**config.mk**
```make
export PLATFORM = sky130hd
export DESIGN_NAME = lsu_mem_ctrl
export DESIGN_NICKNAME = d
export VERILOG_FILES = /design/src/rtl/lsu_mem_ctrl.sv
export SDC_FILE = /design/constraint.sdc
export NUM_CORES = 1
export LEC_CHECK = 0
export BUFFER_PORTS_ARGS = -buffer_cell sky130_fd_sc_hd__buf_2
export CAP_MARGIN = 10
export CORE_ASPECT_RATIO = 0.6
export CORE_MARGIN = 5
export CORE_UTILIZATION = 40
export CTS_BUF_LIST = sky130_fd_sc_hd__clkbuf_4 sky130_fd_sc_hd__clkbuf_8
export DETAILED_ROUTE_END_ITERATION = 8
export GPL_ROUTABILITY_DRIVEN = 0
export PLACE_DENSITY = 0.8
export SYNTH_ARGS = -nofsm -noshare
export SYNTH_HDL_FRONTEND = slang
export SYNTH_SLANG_ARGS = --single-unit
```
**constraint.sdc**
```tcl
create_clock -name clk_i -period 1.6 [get_ports clk_i]
set_input_delay 0.08 -clock clk_i [delete_from_list [all_inputs] [get_ports clk_i]]
set_output_delay 0.08 -clock clk_i [all_outputs]
set_load 0.01 [all_outputs]
```
**src/rtl/lsu_mem_ctrl.sv**
```systemverilog
// lsu_mem_ctrl: initiator-side load/store controller between execute and the
// sram data-memory responder. One request per handshake, one response back.
//
// Ports
//   clk_i, rst_i         clock (rising edge), synchronous active-high reset
//   req_valid_i/ready_o  request handshake (ready only in IDLE)
//   req_wen_i            1 = store, 0 = load
//   req_addr_i           byte address
//   req_wdata_i          right-aligned store data
//   req_size_i           00 byte, 01 half, 10 word, 11 illegal
//   req_unsigned_i       load zero-extends when 1, sign-extends when 0
//   rsp_valid_o/ready_i  response handshake
//   rsp_rdata_o          load result (0 for stores and errors)
//   rsp_err_o            misaligned / illegal / memory error
//   mem_*                sram request port (strobes, word address, lane data,
//                        byte mask) and read data / response from the sram
//
// State  | meaning
// -------+-----------------------------------------------------------
// IDLE   | ready for a request; memory strobes driven combinationally
// WAIT   | load issued, counting down the sram read latency
// RESP   | response registered and presented until rsp_ready_i
module lsu_mem_ctrl #(
  parameter int unsigned RD_LAT = 1
) (
  input  logic        clk_i,
  input  logic        rst_i,
  input  logic        req_valid_i,
  output logic        req_ready_o,
  input  logic        req_wen_i,
  input  logic [31:0] req_addr_i,
  input  logic [31:0] req_wdata_i,
  input  logic [1:0]  req_size_i,
  input  logic        req_unsigned_i,
  output logic        rsp_valid_o,
  input  logic        rsp_ready_i,
  output logic [31:0] rsp_rdata_o,
  output logic        rsp_err_o,
  output logic        mem_ren_o,
  output logic        mem_wen_o,
  output logic [31:0] mem_addr_o,
  output logic [31:0] mem_wdata_o,
  output logic [3:0]  mem_we_mask_o,
  input  logic [31:0] mem_rdata_i,
  input  logic [1:0]  mem_resp_i
);

  typedef enum logic [1:0] {
    IDLE = 2'd0,
    WAIT = 2'd1,
    RESP = 2'd2
  } state_t;

  localparam logic [2:0] CNT_INIT = 3'(RD_LAT - 1);

  state_t      state;
  logic [2:0]  cnt;
  logic [1:0]  off_q;
  logic [1:0]  size_q;
  logic        uns_q;

  logic [1:0]  a;
  logic        misalign;
  logic        illegal;
  logic        legal;
  logic        issue;
  logic [31:0] shifted;
  logic [31:0] load_val;

  assign a        = req_addr_i[1:0];
  assign misalign = (req_size_i == 2'b01 && a[0]) || (req_size_i == 2'b10 && a != 2'b00);
  assign illegal  = (req_size_i == 2'b11);
  assign legal    = !misalign && !illegal;
  // Only a legal request seen in IDLE outside reset reaches the sram.
  assign issue    = !rst_i && (state == IDLE) && req_valid_i && legal;

  assign req_ready_o = (state == IDLE);
  assign rsp_valid_o = (state == RESP);

  always_comb begin
    mem_ren_o     = issue && !req_wen_i;
    mem_wen_o     = issue && req_wen_i;
    mem_addr_o    = issue ? {req_addr_i[31:2], 2'b00} : 32'h0;
    mem_wdata_o   = 32'h0;
    mem_we_mask_o = 4'h0;
    if (issue && req_wen_i) begin
      case (req_size_i)
        2'b00: begin
          mem_wdata_o   = {4{req_wdata_i[7:0]}};
          mem_we_mask_o = 4'b0001 << a;
        end
        2'b01: begin
          mem_wdata_o   = {2{req_wdata_i[15:0]}};
          mem_we_mask_o = 4'b0011 << a;
        end
        default: begin
          mem_wdata_o   = req_wdata_i;
          mem_we_mask_o = 4'b1111;
        end
      endcase
    end
  end

  // Bring the addressed lane down to bit 0, then extend to 32 bits.
  assign shifted = mem_rdata_i >> {off_q, 3'b000};

  always_comb begin
    case (size_q)
      2'b00:   load_val = uns_q ? {24'h0, shifted[7:0]}   : {{24{shifted[7]}}, shifted[7:0]};
      2'b01:   load_val = uns_q ? {16'h0, shifted[15:0]}  : {{16{shifted[15]}}, shifted[15:0]};
      default: load_val = shifted;
    endcase
  end

  always_ff @(posedge clk_i) begin
    if (rst_i) begin
      state       <= IDLE;
      cnt         <= 3'd0;
      off_q       <= 2'b00;
      size_q      <= 2'b00;
      uns_q       <= 1'b0;
      rsp_rdata_o <= 32'h0;
      rsp_err_o   <= 1'b0;
    end else begin
      case (state)
        IDLE: begin
          if (req_valid_i) begin
            off_q       <= a;
            size_q      <= req_size_i;
            uns_q       <= req_unsigned_i;
            rsp_rdata_o <= 32'h0;
            if (!legal) begin
              rsp_err_o <= 1'b1;
              state     <= RESP;
            end else if (req_wen_i) begin
              rsp_err_o <= 1'b0;
              state     <= RESP;
            end else begin
              rsp_err_o <= 1'b0;
              cnt       <= CNT_INIT;
              state     <= WAIT;
            end
          end
        end
        WAIT: begin
          if (cnt == 3'd0) begin
            if (mem_resp_i != 2'b00) begin
              rsp_err_o   <= 1'b1;
              rsp_rdata_o <= 32'h0;
            end else begin
              rsp_err_o   <= 1'b0;
              rsp_rdata_o <= load_val;
            end
            state <= RESP;
          end else begin
            cnt <= cnt - 3'd1;
          end
        end
        RESP: begin
          if (rsp_ready_i) begin
            rsp_rdata_o <= 32'h0;
            rsp_err_o   <= 1'b0;
            state       <= IDLE;
          end
        end
        default: state <= IDLE;
      endcase
    end
  end

endmodule

```
# After elaboration in Yosys (flattened, before gate mapping)
# Cells that the tools add are included.
[op_classes]
add_sub_neg = 1
n_eq_ne = 12
shift = 3
muxes = 30
reduce_logical = 25
[op_table]
columns = ["operator", "count"]
rows = [
  ["$mux W32", 8],
  ["$pmux W32 S2", 2],
  ["$pmux W32 S3", 1],
  ["$shr A32 B5 Y32", 1],
  ["$mux W3", 4],
  ["$mux W2", 5],
  ["$logic_and A1 B1 Y1", 8],
  ["$ne A2 B2 Y1 const B", 4],
  ["$pmux W4 S2", 1],
  ["$eq A2 B1 Y1 const B", 3],
  ["$eq A2 B2 Y1 const B", 3],
  ["$logic_not A2 Y1", 3],
  ["$pmux W2 S3", 1],
  ["$pmux W3 S2", 1],
  ["$reduce_bool A2 Y1", 3],
  ["$mux W1", 5],
  ["$reduce_and A5 Y1", 1],
  ["$logic_not A1 Y1", 4],
  ["$mux W4", 1],
  ["$ne A2 B1 Y1 const B", 2],
  ["$reduce_and A4 Y1", 1],
  ["$shl A1 B2 Y4 const A", 1],
  ["$shl A2 B2 Y4 const A", 1],
  ["$logic_not A3 Y1", 1],
  ["other kinds (6)", 6],
]
[word_totals]
ff_bits = 43
out_inout_bits = 105

# Depth between registers and ports, before layout
# Gate-level depths: netlist of run 1.
[depth]
depth_word = 8
depth_mapped = 8
depth_no_buf = 7

# Least setup slack after synthesis of run 1
# No wires, ideal clock.
[synth_timing]
path_kind = "reg-to-output"
start = "reg state[0]"
end = "out mem_wdata_o[22]"
t_arrival_ns = 1.706
required_ns = 1.520
path_slack_ns = -0.186
stages_incl_launch_ff = 9
path_cell_list = "dfxtp_1 -> inv_1 -> ha_1 -> nand2_1 -> a211oi_2 -> nand2_1 -> buf_4 -> buf_6 -> nor2_1"
[synth_via]
elab_chain_cells = 6
[synth_lines]
columns = ["element", "line_no", "rtl"]
rows = [
  ["start: declaration", "56", "state_t state;"],
  ["start signal: assignment", "117", "state <= IDLE;"],
  ["start signal: assignment", "134", "state <= RESP;"],
  ["start signal: assignment", "137", "state <= RESP;"],
  ["$logic_not A2 Y1", "-", ""],
  ["via req_ready_o", "29", "output logic req_ready_o,"],
  ["$logic_and A1 B1 Y1 (3 in series)", "75", "assign issue = !rst_i && (state == IDLE) && req_valid_i && legal;"],
  ["$logic_and A1 B1 Y1", "86", "if (issue && req_wen_i) begin"],
  ["$mux W32", "86", ""],
  ["end: declaration", "42", "output logic [31:0] mem_wdata_o,"],
]
# The timed path passes the listed nets, and every way through them passes these cells.

# Worst setup path in the final report of run 1
[layout_timing]
start = "reg state[0]"
end = "out mem_addr_o[8]"
[layout_via]
elab_chain_cells = 5
[layout_lines]
columns = ["element", "line_no", "rtl"]
rows = [
  ["$logic_not A2 Y1", "75", ""],
  ["$logic_and A1 B1 Y1 (3 in series)", "75", ""],
  ["$mux W32", "83", "mem_addr_o = issue ? {req_addr_i[31:2], 2'b00} : 32'h0;"],
  ["end: declaration", "41", "output logic [31:0] mem_addr_o,"],
]
# No other way between the ends.

==> qor.csv, run 1 <==
stage,metric,value,unit
floorplanning,Core Area,0.00782,mm2
sta,min Tclk post-route,2.04,ns
detailed_routing,DR pass1 iterations,6,
layout,Post-Layout Cell Count,762,
worst_setup_path,critical path type,flop to output pin,
sta,Worst Max-Slew Pin Slew,0.662,ns
power,Leak,0.00269,uW
yosys,Post-Syn Area,0.00318,mm2
yosys,Synth Area in Compound Gates,25.3,%
yosys,largest family of logic cells by synthesized area,compound AO/OA/AOI/OAI gates,
clocking,CTS tree,yes,
global_route,largest net degree at the start of global routing,33,
global_route,remaining global-route overflow,0,
worst_setup_path,CP Max Fanout,9,
yosys,Synth warnings,0,
floorplanning,Die Y,79.1,um
yosys,"Seq/Total Area, Yosys",27.1,%
worst_setup_path,Critical Path Start Type,flop,
detailed_routing,Via density,6.62,
floorplanning,Die ar.,0.00990,mm2
layout,final instance area,0.00591,mm2
clocking,"Clk Latency, worst-skew pair",0.34,ns
yosys,mux contribution to synthesized area,13.6,%
sta,RSZ-0062 raised after global routing,true,
detailed_routing,total wire length,20400,um
floorplanning,DIE WIDTH,125,um
detailed_routing,drt drc,0,
layout,share of layout cells above drive strength 1,62.5,%
yosys,"Primary FF master, synth",dfxtp_1,
layout,Final Util,75.6,%
power,peak supply drop,0.460,mV
worst_setup_path,Worst Path Required,1.52,ns
layout,area grow syn2layout,85.9,%
outcome,status,"finished, violations left",
floorplanning,IO Pins,211,
yosys,number of synthesized flops with an enable pin,0,
yosys,number of unique standard cell types used by synthesis,43,
clocking,number of clock sinks,43,
sta,final worst-path setup slack,-0.444,ns
worst_setup_path,nature of the critical path endpoint,output pin,
yosys,area share of the largest cell type after synthesis,27.1,%
sta,Final Skew,0.0179,ns
detailed_routing,ANT nets after route,0,
sta,Final Hold Fails,0,
yosys,xor and xnor area share after synthesis,0,%
placed_design,DP Area,0.00452,mm2
sta,Setup-failing EPs final,106,
placed_design,Port Buf Inserts,208,
clocking,root buffer cell,clkbuf_8,
clocking,CTS Buf Count,5,
clocking,Max clock buf depth,2,
worst_hold_path,worst min path class,input port to flop,
layout,ANT cells,0,
yosys,area share of fa/ha/maj cells after synthesis,2.36,%
worst_setup_path,critical path data arrival time,1.96,ns
sta,fin crit share,128,%
floorplanning,# rows,25,
layout,fin nets,765,
detailed_routing,1st-iter DRT viols,882,
sta,Final Max Slew Viols,0,
yosys,mean post-synth cell area,7.78,um2
sta,Rel. slew slack,55.8,%
yosys,post-synth top area cell,dfxtp_1,
job,Max Cap Viol,0,
yosys,synthesized instance count,409,
clocking,H-tree depth,2,
global_route,initial antenna violation count,0,
clocking,Worst-path clk slew,0.09,ns
global_route,global-route wire length before repair,24600,um
yosys,Area contributors post-synth,"dfxtp_1, mux2i_1, a21oi_1",
yosys,Simple-Gate Fraction of Synth Area,24.4,%
placed_design,DP Cell Count,720,
detailed_routing,detailed-route wire length per cell,26.7,um
detailed_routing,via count,5045,
floorplanning,Initial Util,40.7,%
yosys,most common cell in the netlist,a21oi_1,
power,total power,4040,uW
yosys,post-synthesis async set-or-reset flop share,0,%
global_route,All-Layer GR Usage,30.9,%
layout,# fillers,453,
layout,Seq. cell area,867,um2
power,Power Dens Cells,683,mW/mm2
global_route,vias in the first global route,4425,
layout,multi-input logic area,0.00278,mm2
sta,Achievable Freq,489,MHz
outcome,violated checks,setup timing,
yosys,#FFs+latches synth,43,
placed_design,hpwl dp,9780,um
yosys,Post-synth top cells,"a21oi_1, dfxtp_1, nor2_1",
## through the flow
step                setup WS [ns]  hold WS, ns  TNS, ns
detailed placement         -0.122        0.348    -4.16
global placement         -0.00967        0.341   -0.186
global route               -0.493       0.0221   -38.79
CTS                        -0.202       0.0344   -14.96
floorplan                 -0.0278        0.220   -0.115
finish                     -0.444       0.0102   -38.47
## final timing paths
check | start | to | slack, ns | cells past startpoint
hold / removal | req_unsigned_i | uns_q | 0.01 | 3
setup / recovery | state[0] | mem_addr_o[8] | -0.44 | 8
setup reg to reg | cnt[1] | rsp_rdata_o[8] | -0.44 | 10
hold reg to reg | rsp_rdata_o[2] | rsp_rdata_o[2] | 0.47 | 2
## flip-flops by register name, indices dropped and copies added, names as in the netlist
name         flops
size_q           2
rsp_rdata_o     32
uns_q            1
cnt              3
state            2
rsp_err_o        1
off_q            2
## report_power, final
| part | switching [uW] | internal, uW |
|---|---|---|
| Combinational | 1050 | 787 |
| Sequential | 31.1 | 1100 |
| Clock | 452 | 623 |
## cells by family after synthesis
group / Yosys count
AOI/OAI and AO/OA: 123
adders and majority gates: 6
buffers and inverters: 47
DFF: 43
muxes: 41
other: 1
and+or+nand+nor: 148
## worst max-delay path, cell delays in order (launching register included)
cell and delay, ns:
dfxtp_2 0.34, inv_2 0.08, ha_4 0.16, nand2_4 0.06
a211oi_4 0.31, buf_6 0.23, clkbuf_16 0.17, and2_1 0.15
buf_2 0.14
## timing repair
| action | in CTS | in global routing |
|---|---|---|
| pin swaps | 27 | 18 |
| endpoints found under the setup margin | 106 | 106 |
| hold buffers | 0 | 0 |
| gates cloned | 6 | 6 |
| resized for setup | 88 | 74 |
| setup buffers | 18 | 9 |
## placed cells by master (no fill, tap or decap), types with 6 or more instances in the layout
cell	n
nor2_2	12
dfxtp_1	38
and2_1	24
a22oi_2	6
mux2i_1	32
and2_4	7
nand2_1	28
a21oi_1	34
a21oi_2	13
buf_6	32
and3_4	7
nor2_1	24
o21ai_0	18
mux2_2	7
buf_4	37
nand3b_1	11
buf_2	190
o2bb2ai_2	18
## layout make-up
cell class / instances / area share (%)
Multi-Input combinational cell: 321 / 47.0
Sequential cell: 43 / 14.7
Tap cell: 108 / 2.28
Clock buffer: 5 / 1.16
Clock inverter: 3 / 1.14
Inverter: 7 / 0.444
Timing Repair Buffer: 275 / 33.3
## metal layers
| layer | vias to the layer above | global-route usage, % | routed length, um |
|---|---|---|---|
| met1 | 2306 | 38.7 | 7140 |
| met2 | 579 | 51.6 | 8660 |
| li1 | 1965 | - | - |
| met4 | 0 | 13.3 | 1720 |
| met3 | 195 | 6.85 | 2860 |
| met5 | - | 0 | 0 |
(Power assumes the default switching activity.)
==> run 2: changes to the inputs <==
CORE_MARGIN = not set   (was 5)
==> run 2 against run 1 <==
  * The flow still finishes with violations (setup timing)
  * Wire length decreased by 40%
  * Clock power decreased by 21%
  * Sequential power hardly changed
  * Largest cell class unchanged
==> qor.csv, run 2 (same netlist as run 1, synthesis figures left out) <==
stage,metric,value,unit
worst_setup_path,RR Endpoint,rsp_rdata_o[22],
clocking,CTS tree,yes,
sta,final worst-path setup slack,-0.304,ns
layout,"commonest non-fill, non-tap cell in the layout",buf_2,
layout,final instance area,0.00507,mm2
outcome,status,"finished, violations left",
sta,Final Skew,0.0132,ns
layout,ANT cells,0,
worst_setup_path,worst reg2reg path startpoint,state[1],
layout,"commonest cells after routing, fill and taps aside","buf_2, dfxtp_1, a21oi_1",
detailed_routing,drt drc,0,
sta,min Tclk post-route,1.90,ns
layout,area grow syn2layout,59.3,%
detailed_routing,via count,4015,
worst_setup_path,critical path data arrival time,1.82,ns
sta,Final Hold Fails,0,
layout,Top reg by flops,rsp_rdata_o,
sta,Worst Max-Slew Pin Slew,0.523,ns
global_route,vias in the first global route,3685,
sta,Hold WS,0.0479,ns
global_route,remaining global-route overflow,0,
floorplanning,IO Pins,211,
floorplanning,# rows,24,
sta,Setup-failing EPs final,101,
global_route,global-route wire length before repair,18400,um
worst_setup_path,r2r setup slk,-0.23,ns
layout,# fillers,593,
worst_setup_path,Worst Path Required,1.52,ns
detailed_routing,DR pass1 iterations,5,
clocking,CTS Buf Count,5,
global_route,largest net degree at the start of global routing,35,
floorplanning,Initial Util,42.6,%
sta,Final Max Slew Viols,0,
detailed_routing,1st-iter DRT viols,319,
sta,RSZ-0062 raised after global routing,true,
clocking,number of clock sinks,43,
worst_hold_path,worst min path class,input port to flop,
layout,Largest register FFs,32,
job,Max Cap Viol,0,
placed_design,hpwl dp,8990,um
floorplanning,Die Y,71.1,um
worst_setup_path,worst reg-to-reg path cell count,9,
sta,Achievable Freq,525,MHz
global_route,initial antenna violation count,0,
worst_setup_path,critical path type,flop to output pin,
clocking,hold buffers post-CTS,0,
layout,fin nets,736,
worst_setup_path,Critical Path Start Type,flop,
worst_hold_path,worst hold path stage count,3,
floorplanning,DIE WIDTH,117,um
worst_setup_path,nature of the critical path endpoint,output pin,
worst_hold_path,hold path startpoint,req_unsigned_i,
clocking,Max clock buf depth,2,
power,Power Dens Cells,646,mW/mm2
detailed_routing,ANT nets after route,0,
power,peak supply drop,0.366,mV
global_route,All-Layer GR Usage,28.3,%
worst_hold_path,Min-Delay Endpoint,uns_q,
outcome,violated checks,setup timing,
clocking,Worst-path clk slew,0.08,ns
clocking,"Clk Latency, worst-skew pair",0.31,ns
worst_setup_path,CP Max Fanout,8,
placed_design,Port Buf Inserts,208,
layout,top flop regs,"rsp_rdata_o (32), cnt (3)",
sta,Rel. slew slack,64.9,%
detailed_routing,detailed-route wire length per cell,16.9,um
clocking,H-tree depth,2,
layout,Final Util,67.8,%
clocking,root buffer cell,clkbuf_8,
layout,share of layout cells above drive strength 1,52.1,%
sta,fin crit share,119,%
floorplanning,Core Area,0.00748,mm2
floorplanning,Die ar.,0.00833,mm2
layout,Post-Layout Cell Count,728,
placed_design,DP Area,0.00448,mm2
detailed_routing,Via density,5.52,
detailed_routing,total wire length,12300,um
power,Leak,0.00239,uW
placed_design,DP Cell Count,709,
[run 2: worst max path at each step]
stage	from	end	slack, ns	depth (start not counted)
2_1_floorplan	off_q[1]	rsp_rdata_o[29]	-0.03	6
5_1_grt	state[0]	mem_we_mask_o[2]	-0.38	8
3_5_place_dp	cnt[0]	cnt[2]	-0.13	7
6_report	state[0]	mem_we_mask_o[2]	-0.30	8
4_1_cts	state[1]	mem_wdata_o[23]	-0.23	8
3_3_place_gp	cnt[0]	cnt[2]	-0.01	7
[run 2: layer usage]
layer	track usage, %	wire [um]	vias to the layer above
li1	-	-	1899
met1	40.0	5450	1902
met2	43.1	5620	202
met3	7.80	1150	12
met4	5.06	108	0
met5	0	0	-
[run 2: where the power goes]
part	switching, uW	total [uW]	internal, uW	leakage [uW]
logic	718	1310	589	0.00199
registers	21.9	1120	1100	0.000350
clock network	393	849	457	0.0000502
[run 2: metrics by stage]
stage          setup WS [ns]  total power [uW]  TNS, ns
6_report              -0.304              3280   -22.99
5_1_grt               -0.384              3430   -30.96
4_1_cts               -0.235              3180   -12.86
3_5_place_dp          -0.129              2260    -2.93
3_3_place_gp         -0.0137              2220  -0.0240
2_1_floorplan        -0.0278              1840   -0.115
[run 2: critical path, stage by stage, from the launching register on]
cell	delay (ns)
dfxtp_2	0.33
inv_2	0.08
ha_4	0.15
nand2_2	0.05
a211oi_2	0.26
nand2_2	0.18
buf_12	0.20
a31oi_4	0.15
buf_6	0.13
[run 2: what timing repair did]
item,CTS,global route
pin swaps,15,15
gates cloned,3,2
resized for setup,44,42
buffers inserted,5,4
setup endpoints to repair,105,104
[run 2: layout make-up]
| type | count | area (um2) | area share (%) |
|---|---|---|---|
| Clock buffer | 5 | 68.8 | 1.36 |
| Sequential cell | 43 | 867 | 17.1 |
| Tap cell | 104 | 130 | 2.57 |
| Multi-Input combinational cell | 320 | 2380 | 46.9 |
| Clock inverter | 2 | 37.5 | 0.740 |
| Timing Repair Buffer | 247 | 1560 | 30.7 |
| Inverter | 7 | 31.3 | 0.617 |
==> run 3: changes to the inputs <==
ABC_AREA = 1   (was not set)
REMOVE_ABC_BUFFERS = 1   (was not set)
==> run 3 against run 2 <==
  * The flow finishes with violations (DRC, setup timing)
  * Critical path type unchanged
  * Register-to-register slack is essentially flat
  * Flip-flop and latch count is the same
  * Combinational power grew to 2.6 times the previous value
  * Hold slack gained 0.0043 ns
  * Clock skew shrank 0.0074 ns
  * Cell count grew 25%
  * Sequential power grew 9%
  * First-iteration DRC count grew 110%
  * Die area is the same
  * Count of clock-buffer cells in the layout grew 1
  * Core utilization grew 10 points
==> qor.csv, run 3 <==
stage,metric,value,unit
outcome,status,"finished, violations left",
outcome,violated checks,"DRC, setup timing",
detailed_routing,Via density,5.46,
placed_design,Port Buf Inserts,208,
yosys,post-synth top area cell,dfxtp_1,
yosys,post-synthesis async set-or-reset flop share,0,%
sta,Achievable Freq,541,MHz
clocking,Max clock buf depth,2,
yosys,area share of fa/ha/maj cells after synthesis,2.36,%
layout,share of layout cells above drive strength 1,50.7,%
yosys,Synth warnings,0,
worst_setup_path,crit-path max cell delay,0.33,ns
layout,# fillers,484,
global_route,remaining global-route overflow,0,
yosys,mean post-synth cell area,5.57,um2
sta,RSZ-0062 raised after global routing,true,
sta,min Tclk post-route,1.85,ns
sta,Final Skew,0.00581,ns
detailed_routing,detailed-route wire length per cell,16.8,um
worst_setup_path,"Slowest-stage cell, CP",dfxtp_2,
power,Power Dens Cells,941,mW/mm2
clocking,root buffer cell,clkbuf_8,
layout,top flop regs,"rsp_rdata_o (32), cnt (3)",
layout,"commonest cells after routing, fill and taps aside","buf_2, nand2_1, inv_1",
clocking,H-tree depth,2,
layout,"commonest non-fill, non-tap cell in the layout",buf_2,
yosys,Simple-Gate Fraction of Synth Area,40.8,%
yosys,"Seq/Total Area, Yosys",27.1,%
worst_hold_path,worst hold path stage count,3,
floorplanning,Die Y,71.1,um
floorplanning,DIE WIDTH,117,um
worst_setup_path,RR Endpoint,rsp_rdata_o[18],
power,Leak,0.00311,uW
worst_setup_path,nature of the critical path endpoint,output pin,
yosys,Post-Syn Area,0.00318,mm2
worst_setup_path,Worst Path Required,1.52,ns
worst_setup_path,critical path data arrival time,1.77,ns
detailed_routing,via count,4955,
sta,Rel. slew slack,63.1,%
worst_hold_path,Min-Delay Endpoint,uns_q,
job,Max Cap Viol,0,
global_route,initial antenna violation count,1,
clocking,hold buffers post-CTS,0,
layout,fin nets,914,
worst_setup_path,r2r setup slk,-0.24,ns
floorplanning,# rows,24,
clocking,CTS tree,yes,
sta,Final Hold Fails,0,
worst_setup_path,worst reg2reg path startpoint,state[1],
global_route,largest net degree at the start of global routing,39,
sta,fin crit share,116,%
layout,Largest register FFs,32,
worst_hold_path,worst min path class,input port to flop,
yosys,xor and xnor area share after synthesis,0,%
global_route,All-Layer GR Usage,31.6,%
yosys,#FFs+latches synth,43,
sta,final worst-path setup slack,-0.250,ns
detailed_routing,DR pass1 iterations,9,
layout,area grow syn2layout,83.1,%
floorplanning,Core Area,0.00748,mm2
clocking,CTS Buf Count,5,
yosys,area share of the largest cell type after synthesis,27.1,%
global_route,vias in the first global route,4324,
worst_setup_path,CP Max Fanout,7,
sta,Final Max Slew Viols,0,
floorplanning,Initial Util,42.6,%
yosys,"Primary FF master, synth",dfxtp_1,
yosys,most common cell in the netlist,nand2_1,
detailed_routing,ANT nets after route,0,
worst_setup_path,critical path type,flop to output pin,
worst_setup_path,Critical Path Start Type,flop,
sta,Setup TNS,-17.70,ns
worst_setup_path,worst reg-to-reg path cell count,13,
floorplanning,IO Pins,211,
placed_design,hpwl dp,9240,um
yosys,Synth Area in Compound Gates,16.0,%
clocking,number of clock sinks,43,
power,total power,5480,uW
sta,Setup-failing EPs final,103,
worst_hold_path,hold path startpoint,req_unsigned_i,
yosys,synthesized instance count,571,
yosys,number of synthesized flops with an enable pin,0,
sta,Worst Max-Slew Pin Slew,0.554,ns
yosys,number of unique standard cell types used by synthesis,28,
yosys,mux contribution to synthesized area,0,%
layout,Top reg by flops,rsp_rdata_o,
yosys,Area contributors post-synth,"dfxtp_1, nand2_1, nor2_1",
clocking,"Clk Latency, worst-skew pair",0.30,ns
detailed_routing,1st-iter DRT viols,683,
worst_setup_path,most frequent cell on the critical path,inv_2,
floorplanning,Die ar.,0.00833,mm2
detailed_routing,total wire length,15200,um
global_route,global-route wire length before repair,20700,um
yosys,largest family of logic cells by synthesized area,simple AND/OR/NAND/NOR gates,
worst_setup_path,crit-path cells,inv_2 -> ha_4 -> nand2_4 -> nor3_4 -> inv_2 -> bufbuf_16 -> nor2_1 -> buf_2,
power,peak supply drop,0.503,mV
clocking,Worst-path clk slew,0.09,ns
detailed_routing,drt drc,22,
yosys,Post-synth top cells,"nand2_1, nor2_1, inv_1",
run 3: layout make-up:
cell class / instances / area [um2] / area share, %
well taps: 104 / 130 / 2.23
flip-flops and latches: 43 / 866 / 14.9
multi-input cells: 422 / 2580 / 44.3
diodes: 1 / 2.50 / 0.0430
repair inverters: 1 / 11.3 / 0.193
clock inverters: 2 / 35.0 / 0.601
repair buffers: 255 / 1820 / 31.2
clock buffers: 6 / 82.6 / 1.42
inverters: 74 / 302 / 5.18
run 3: what timing repair did:
item	CTS	global route
setup buffers	13	7
pin swaps	15	33
setup endpoints to repair	100	104
hold endpoints to repair	0	0
resized for setup	87	146
cloned	5	4
run 3: cell families (layout without fill, tap and decap cells):
logic type | Yosys count | after routing
simple gates | 317 | 317
other cells | 1 | 3
compound gates | 97 | 97
fa+ha+maj | 6 | 6
buf+inv | 107 | 338
flops | 43 | 43
run 3: worst max path at each step:
stage	slack [ns]	start	cells after the start	endpoint
4_1_cts	-0.24	state[0]	8	mem_addr_o[20]
6_report	-0.25	state[0]	8	mem_addr_o[2]
3_5_place_dp	-0.11	state[0]	10	rsp_rdata_o[21]
5_1_grt	-0.33	state[0]	9	mem_addr_o[11]
3_3_place_gp	-0.02	state[0]	9	rsp_rdata_o[7]
2_1_floorplan	-0.26	state[0]	6	mem_wdata_o[10]
run 3: stage by stage:
stage / instance area [um2] / hold WS, ns / utilization (%) / std cells / setup slack [ns]
after detailed placement: 4440 / 0.357 / 59.4 / 871 / -0.115
final: 5830 / 0.0522 / 77.9 / 908 / -0.250
after global routing: 5830 / 0.0438 / 77.9 / 908 / -0.328
after CTS: 5110 / 0.0393 / 68.4 / 897 / -0.236
after global placement: 4440 / 0.361 / 59.4 / 871 / -0.0247
after floorplan: 3030 / 0.149 / - / 539 / -0.256
run 3: routing by layer:
layer  vias up  global-route usage, %  share of wire, %
met3        91                   6.51               9.7
met1      2266                   40.6                39
met5         -                      0                 0
li1       2247                      -                 -
met2       351                   52.6                47
met4         0                   10.8               4.3
run 3: critical path: cells and delay by family, from the launching register on:
family / cells / cell delay [ns]
flip-flops: 1 / 0.33
adder cells (fa/ha/maj): 1 / 0.15
AND/OR/NAND/NOR: 3 / 0.35
buffers and inverters: 4 / 0.63
run 3: power breakdown:
part / internal (uW) / switching [uW] / total (uW)
logic: 1430 / 1920 / 3350
registers: 1150 / 68.6 / 1220
clock network: 506 / 399 / 905
